### src/rtl/region_decoder.sv
// region_decoder: registered, runtime-programmable chip-select decoder for the
// 6809 bus. Windows match on the top address byte, each region can stretch the
// cycle with wait states, and flash regions can be gated by the FT2232 select.
module region_decoder #(
    parameter int unsigned ADDR_W      = 16,
    parameter int unsigned NUM_REGIONS = 8,
    parameter int unsigned WS_W        = 4,
    parameter int unsigned CFG_BASE    = 32'hA010
) (
    input  logic                   i_clk,
    input  logic                   i_rst_n,
    input  logic                   i_bus_req,
    input  logic                   i_rw,
    input  logic [ADDR_W-1:0]      i_address,
    input  logic [7:0]             i_wdata,
    input  logic                   i_FT_CS,
    output logic [NUM_REGIONS-1:0] o_ce,
    output logic                   o_cfg_ce,
    output logic [7:0]             o_rdata,
    output logic                   o_ready,
    output logic                   o_miss
);

    localparam int unsigned REG_W = $clog2(NUM_REGIONS);
    localparam int unsigned IDX_W = $clog2(NUM_REGIONS + 1);
    localparam logic [ADDR_W-1:0] CFG_LO = ADDR_W'(CFG_BASE);
    localparam logic [ADDR_W-1:0] CFG_HI = ADDR_W'(CFG_BASE + 4 * NUM_REGIONS);
    localparam logic [7:0] CTRL_MASK = 8'hC0 | 8'((1 << WS_W) - 1);

    typedef enum logic [1:0] {
        ST_IDLE,
        ST_WAIT,
        ST_READY
    } state_t;

    // Per-region configuration and sticky status
    logic [7:0]      r_base [NUM_REGIONS];
    logic [7:0]      r_mask [NUM_REGIONS];
    logic [7:0]      r_ctrl [NUM_REGIONS];
    logic [1:0]      r_status;

    // Bus-cycle FSM state
    state_t          r_state;
    logic [WS_W-1:0] r_cnt;
    logic            r_gated;

    logic [7:0]       w_addr_hi;
    logic             w_cfg_hit;
    logic [ADDR_W-1:0] w_off;
    logic [IDX_W-1:0] w_idx;
    logic [1:0]       w_sub;
    logic             w_hit;
    logic [REG_W-1:0] w_win;
    logic [WS_W-1:0]  w_win_ws;
    logic             w_win_gate;
    logic [7:0]       w_rd;
    logic             w_start;
    logic             w_commit;
    logic             w_set_miss;
    logic             w_set_conf;
    logic [1:0]       w_clr;

    assign w_addr_hi = i_address[ADDR_W-1 -: 8];
    assign w_cfg_hit = (i_address >= CFG_LO) && (i_address <= CFG_HI);
    assign w_off     = i_address - CFG_LO;
    assign w_idx     = IDX_W'(w_off >> 2);
    assign w_sub     = w_off[1:0];

    // Resolve the winning region; scanning downward leaves the lowest index
    always_comb begin
        w_hit = 1'b0;
        w_win = '0;
        for (int i = NUM_REGIONS - 1; i >= 0; i--) begin
            if (r_ctrl[i][7] && ((w_addr_hi & r_mask[i]) == (r_base[i] & r_mask[i]))) begin
                w_hit = 1'b1;
                w_win = REG_W'(i);
            end
        end
    end

    assign w_win_ws   = r_ctrl[w_win][WS_W-1:0];
    assign w_win_gate = r_ctrl[w_win][6];

    // Config/status read mux for the addressed byte
    always_comb begin
        w_rd = 8'h00;
        if (w_idx == IDX_W'(NUM_REGIONS)) begin
            w_rd = {6'b0, r_status};
        end else begin
            case (w_sub)
                2'd0:    w_rd = r_base[REG_W'(w_idx)];
                2'd1:    w_rd = r_mask[REG_W'(w_idx)];
                2'd2:    w_rd = r_ctrl[REG_W'(w_idx)];
                default: w_rd = 8'h00;
            endcase
        end
    end

    assign w_start    = (r_state == ST_IDLE) && i_bus_req;
    assign w_commit   = w_start && w_cfg_hit && !i_rw;
    assign w_set_miss = w_start && !w_cfg_hit && !w_hit;
    assign w_set_conf = !i_FT_CS &&
                        ((w_start && !w_cfg_hit && w_hit && w_win_gate) ||
                         ((r_state != ST_IDLE) && r_gated));
    assign w_clr      = (w_commit && (w_idx == IDX_W'(NUM_REGIONS))) ? i_wdata[1:0] : 2'b00;

    // Configuration registers and sticky status; a set beats a clear
    always_ff @(posedge i_clk) begin
        if (!i_rst_n) begin
            for (int n = 0; n < NUM_REGIONS; n++) begin
                r_base[n] <= 8'h00;
                r_mask[n] <= 8'h00;
                r_ctrl[n] <= 8'h00;
            end
            r_base[0] <= 8'h10;
            r_mask[0] <= 8'hF0;
            r_ctrl[0] <= 8'h80;
            r_base[1] <= 8'h30;
            r_mask[1] <= 8'hF0;
            r_ctrl[1] <= 8'hC2;
            r_status  <= 2'b00;
        end else begin
            if (w_commit && (w_idx < IDX_W'(NUM_REGIONS))) begin
                case (w_sub)
                    2'd0:    r_base[REG_W'(w_idx)] <= i_wdata;
                    2'd1:    r_mask[REG_W'(w_idx)] <= i_wdata;
                    2'd2:    r_ctrl[REG_W'(w_idx)] <= i_wdata & CTRL_MASK;
                    default: ;
                endcase
            end
            r_status <= (r_status & ~w_clr) | {w_set_conf, w_set_miss};
        end
    end

    // Bus-cycle FSM: latch the decision at cycle start, stretch, then hold ready
    always_ff @(posedge i_clk) begin
        if (!i_rst_n) begin
            r_state  <= ST_IDLE;
            r_cnt    <= '0;
            r_gated  <= 1'b0;
            o_ce     <= '0;
            o_cfg_ce <= 1'b0;
            o_rdata  <= 8'h00;
            o_ready  <= 1'b0;
            o_miss   <= 1'b0;
        end else begin
            o_miss <= 1'b0;
            case (r_state)
                ST_IDLE: begin
                    if (i_bus_req) begin
                        if (w_cfg_hit) begin
                            o_cfg_ce <= 1'b1;
                            o_rdata  <= i_rw ? w_rd : 8'h00;
                            r_gated  <= 1'b0;
                            r_cnt    <= '0;
                            o_ready  <= 1'b1;
                            r_state  <= ST_READY;
                        end else if (w_hit) begin
                            o_ce     <= (w_win_gate && !i_FT_CS) ? '0 : NUM_REGIONS'(1) << w_win;
                            o_rdata  <= 8'h00;
                            r_gated  <= w_win_gate;
                            r_cnt    <= w_win_ws;
                            if (w_win_ws == '0) begin
                                o_ready <= 1'b1;
                                r_state <= ST_READY;
                            end else begin
                                r_state <= ST_WAIT;
                            end
                        end else begin
                            o_miss   <= 1'b1;
                            o_rdata  <= 8'h00;
                            r_gated  <= 1'b0;
                            r_cnt    <= '0;
                            o_ready  <= 1'b1;
                            r_state  <= ST_READY;
                        end
                    end
                end
                ST_WAIT: begin
                    if (!i_bus_req) begin
                        o_ce    <= '0;
                        o_ready <= 1'b0;
                        r_gated <= 1'b0;
                        r_state <= ST_IDLE;
                    end else begin
                        if (r_cnt <= WS_W'(1)) begin
                            o_ready <= 1'b1;
                            r_state <= ST_READY;
                        end else begin
                            r_cnt <= r_cnt - WS_W'(1);
                        end
                        if (r_gated && !i_FT_CS) begin
                            o_ce <= '0;
                        end
                    end
                end
                ST_READY: begin
                    if (!i_bus_req) begin
                        o_ce     <= '0;
                        o_cfg_ce <= 1'b0;
                        o_ready  <= 1'b0;
                        o_rdata  <= 8'h00;
                        r_gated  <= 1'b0;
                        r_state  <= ST_IDLE;
                    end else if (r_gated && !i_FT_CS) begin
                        o_ce <= '0;
                    end
                end
                default: begin
                    o_ce     <= '0;
                    o_cfg_ce <= 1'b0;
                    o_ready  <= 1'b0;
                    r_state  <= ST_IDLE;
                end
            endcase
        end
    end

endmodule
### config.mk
export PLATFORM = sky130hd
export DESIGN_NAME = region_decoder
export DESIGN_NICKNAME = d
export VERILOG_FILES = /design/src/rtl/region_decoder.sv
export SDC_FILE = /design/constraint.sdc
export NUM_CORES = 1
export LEC_CHECK = 0
export CORE_MARGIN = 2
export CORE_UTILIZATION = 45
export DETAILED_ROUTE_END_ITERATION = 8
export GPL_TIMING_DRIVEN = 0
export PLACE_DENSITY = 0.66
export SYNTH_ARGS = -nofsm -noshare
export SYNTH_HDL_FRONTEND = slang
export SYNTH_SLANG_ARGS = --single-unit
export TNS_END_PERCENT = 50
### constraint.sdc
create_clock -name i_clk -period 3.4 [get_ports i_clk]
set_input_delay 0.68 -clock i_clk [delete_from_list [all_inputs] [get_ports i_clk]]
set_output_delay 0.68 -clock i_clk [all_outputs]
set_load 0.02 [all_outputs]
==> results.py <==
metrics = {
    "timing": {
        "slew_viol_final": 11,
        "max_slew_margin_pct": -1.155,
        "finalSetupViolations": 0,
        "finalWorstSetupSlack_ps": 24.96,
        "fmax_mhz": 296.3,
        "period_needed_ps": 3375,
        "clock-skew-final_ps": 36.22,
        "hold-worst-slack_ps": 456.7,
        "rsz0062_at_grt": "yes",
        "worstMarginPinSlew_ps": 1517,
        "final-hold-violation-count": 0,
        "finalCritPeriodShare_pct": 99.27,
    },
    "critical_path": {
        "path_max_fanout": 10,
        "cp_cell_sequence": "clkdlybuf4s50_1 -> buf_2 -> and3_1 -> clkbuf_1 -> clkbuf_2 -> clkbuf_2 -> a22oi_1 -> a31oi_1 -> o21ai_0 -> a21boi_0",
        "crit_type": "in2reg",
        "critPathBufInv": 5,
        "crit_family": "buffers and inverters",
        "critPathSlowestCell": "clkdlybuf4s50_1",
        "cp-end-kind": "flop",
        "required_ps": 3870,
        "cp-startpoint": "i_address[3]",
        "cpPeakStageDelay_ps": 630,
        "r2r-start": "r_base[6][1]$_SDFFCE_PN0P_",
        "startpoint_type": "input port",
        "cp_common_cell": "clkbuf_2",
        "crit_arrival_ps": 3840,
    },
    "logic_synthesis": {
        "syn-cell-area_um2": 11040,
        "async_reset_ff_share_pct": 0,
        "ys_types": 79,
        "syn_avg_cell_area_um2": 11.30,
        "synth.yosys.seq_area_share_pct": 52.95,
        "syn_nets": 1014,
        "synth_area_leaders": "edfxtp_1 (48%), and3_1 (6.9%), dfxtp_1 (5.1%), xor2_1 (5.1%), a22oi_1 (3.5%)",
        "synth_top_area_share_pct": 47.87,
        "synthCells": 977,
        "synth_flop_cell": "edfxtp_1",
        "yosysWarningCount": 0,
        "synth-seq-cells": 204,
        "synth_edf_count": 176,
        "yosysTopAreaCell": "edfxtp_1",
    },
    "final_layout": {
        "syn_to_final_growth_pct": 20.25,
        "mostFrequentLayoutCell": "edfxtp_1",
        "final.fill_count": 2032,
        "nNetsFinal": 1099,
        "layout-drive-gt1-share_pct": 15.01,
        "instances_no_fill": 1403,
        "layout_common_cells": "edfxtp_1 (176), and3_1 (121), xor2_1 (64)",
        "antennaDiodeCount": 0,
        "utilization_pct": 54.91,
    },
    "power_and_ir_drop": {
        "p_sw_w": 0.001783,
        "leakage_nw": 5.119,
        "sw_frac_of_total_pct": 27.49,
        "p_per_area_nw_per_um2": 488.6,
        "internal-power_w": 0.004703,
        "power.share.clock_pct": 39.5,
        "comb_power_share_pct": 15.7,
        "ir_drop_mv": 0.2833,
        "power_frac_seq_pct": 44.8,
    },
    "grt": {
        "antenna_found_initial": 2,
        "grt_pass1_wl_um": 59050,
        "grt_max_degree": 15,
        "grt_use_total_pct": 31.38,
        "overflow": 0,
        "grt_pass1_vias": 8925,
    },
    "die": {
        "rows": 57,
        "die_y_um": 160.6,
        "start_util_pct": 45.66,
        "die_w_um": 160.6,
        "die_area_um2": 25800,
        "core_area_um2": 24180,
        "io_pins": 48,
    },
    "clock_tree": {
        "cts_hold_buffers": 0,
        "cts_made_buffers": 23,
        "worstSkewPairLatency_ps": 540,
        "clock-root-buffer": "clkbuf_16",
        "clk_pin_slew_worst_paths_ps": 60,
        "clkSinkCount": 204,
        "cts_buffer_depth": 3,
        "cts_max_level": 1,
        "cts_tree": "built",
    },
    "placed_design": {
        "gp_congestion": 1.071,
        "port_buffers": 37,
        "dp.cells": 1338,
        "dpl_worst_slack_ps": -1957,
        "dp_hpwl_um": 29490,
    },
    "routing": {
        "drt-initial-drc-count": 1571,
        "via_count": 9309,
        "routed_via_density": 6.635,
        "ant_nets": 0,
        "drt_pre_antenna_iters": 6,
        "drc": 0,
        "drt-total-wl_um": 40830,
        "routedWlPerCell_um": 29.10,
    },
    "outcome": {
        "status": "finished, violations left",
        "violations": "capacitance limit, slew limit",
    },
    "min_path": {
        "worstHoldStart": "o_ce[6]$_SDFFE_PN0P_",
        "min_path_type": "reg2reg",
    },
    "flow_run": {
        "maxCapViolCount": 1,
    },
}
## worst min-delay path, stage by stage, from the launching register on
cell and delay [ps]:
dfxtp_1 310, nand2_1 50, a21boi_1 50
## cell families after synthesis
family	share of synthesized area, %
simple gates	18.44
compound gates	15.30
buf+inv	4.273
mux	3.049
xor+xnor	5.078
fa+ha+maj	0.9068
flops	52.95
## per-layer routing
layer | global-route usage (%) | up-vias | part of all wire, %
li1 | - | 3923 | -
met1 | 43.19 | 4536 | 39
met2 | 47.92 | 740 | 44
met3 | 7.154 | 110 | 13
met4 | 13.35 | 0 | 4.5
met5 | 0 | - | 0
## final timing paths
kind | end | slack [ps] | cells past startpoint
worst max-delay path | o_rdata[3]$_SDFFE_PN0P_ | 20 | 10
worst min-delay path | o_ce[6]$_SDFFE_PN0P_ | 460 | 2
worst max register to register | r_cnt[0]$_SDFFE_PN0P_ | 20 | 13
worst min register to register | o_ce[6]$_SDFFE_PN0P_ | 460 | 2
## final cells by class
type	instances	area (um2)	area share, %
buffer	90	470.5	3.544
clock buffer	34	670.6	5.052
clock inverter	8	96.34	0.7257
inverter	14	57.56	0.4336
multi-input combinational	669	5105	38.45
sequential	204	5846	44.03
tap	324	405.4	3.054
timing repair buffer	60	624.3	4.703
## flip-flops by register name, indices dropped and copies added (netlist names)
signal and flops:
o_ce 8, o_cfg_ce 1, o_miss 1, o_rdata 8, o_ready 1, r_base 64, r_cnt 4, r_ctrl 48
r_gated 1, r_mask 64, r_state 2, r_status 2
## synth_stat cells (6+ instances only)
cell type    n
edfxtp_1   176
and3_1     121
clkbuf_1    74
xor2_1      64
a22oi_1     51
and2_1      48
nand2_1     43
nor2_1      38
o21ai_0     32
dfxtp_1     28
a22o_1      26
a21oi_1     22
or3_1       20
mux2i_1     19
a221oi_1    18
inv_1       13
nand3_1     12
a21boi_0     9
nand4_1      9
nor2b_1      9
ha_1         8
a31oi_1      7
nor3_1       7
a222oi_1     6
buf_6        6
nand2b_1     6
## per-stage QoR
step / total power [W] / setup TNS [ps] / instance area (um2)
floorplan: 0.003523 / -10820 / 11040
global placement: 0.003846 / -540540 / 11820
detailed placement: 0.003855 / -554340 / 11820
CTS: 0.006416 / -87.58 / 13150
global route: 0.006656 / -148.6 / 13280
finish: 0.006486 / 0 / 13280
## timing repair
action	in CTS	in global routing
gates cloned	0	0
resized for setup	87	25
setup buffers	16	7
endpoints found under the setup margin	363	329
pin swaps	15	10
## power by group through the flow
| stage | clock, W | combinational (W) | sequential [W] |
|---|---|---|---|
| 2_1_floorplan | 0 | 0.000603 | 0.00292 |
| 3_3_place_gp | 0 | 0.000895 | 0.00295 |
| 3_5_place_dp | 0 | 0.000902 | 0.00295 |
| 4_1_cts | 0.00255 | 0.000964 | 0.00290 |
| 5_1_grt | 0.00266 | 0.00109 | 0.00291 |
| 6_report | 0.00256 | 0.00102 | 0.00290 |
Power figures use the tool's default switching activity.
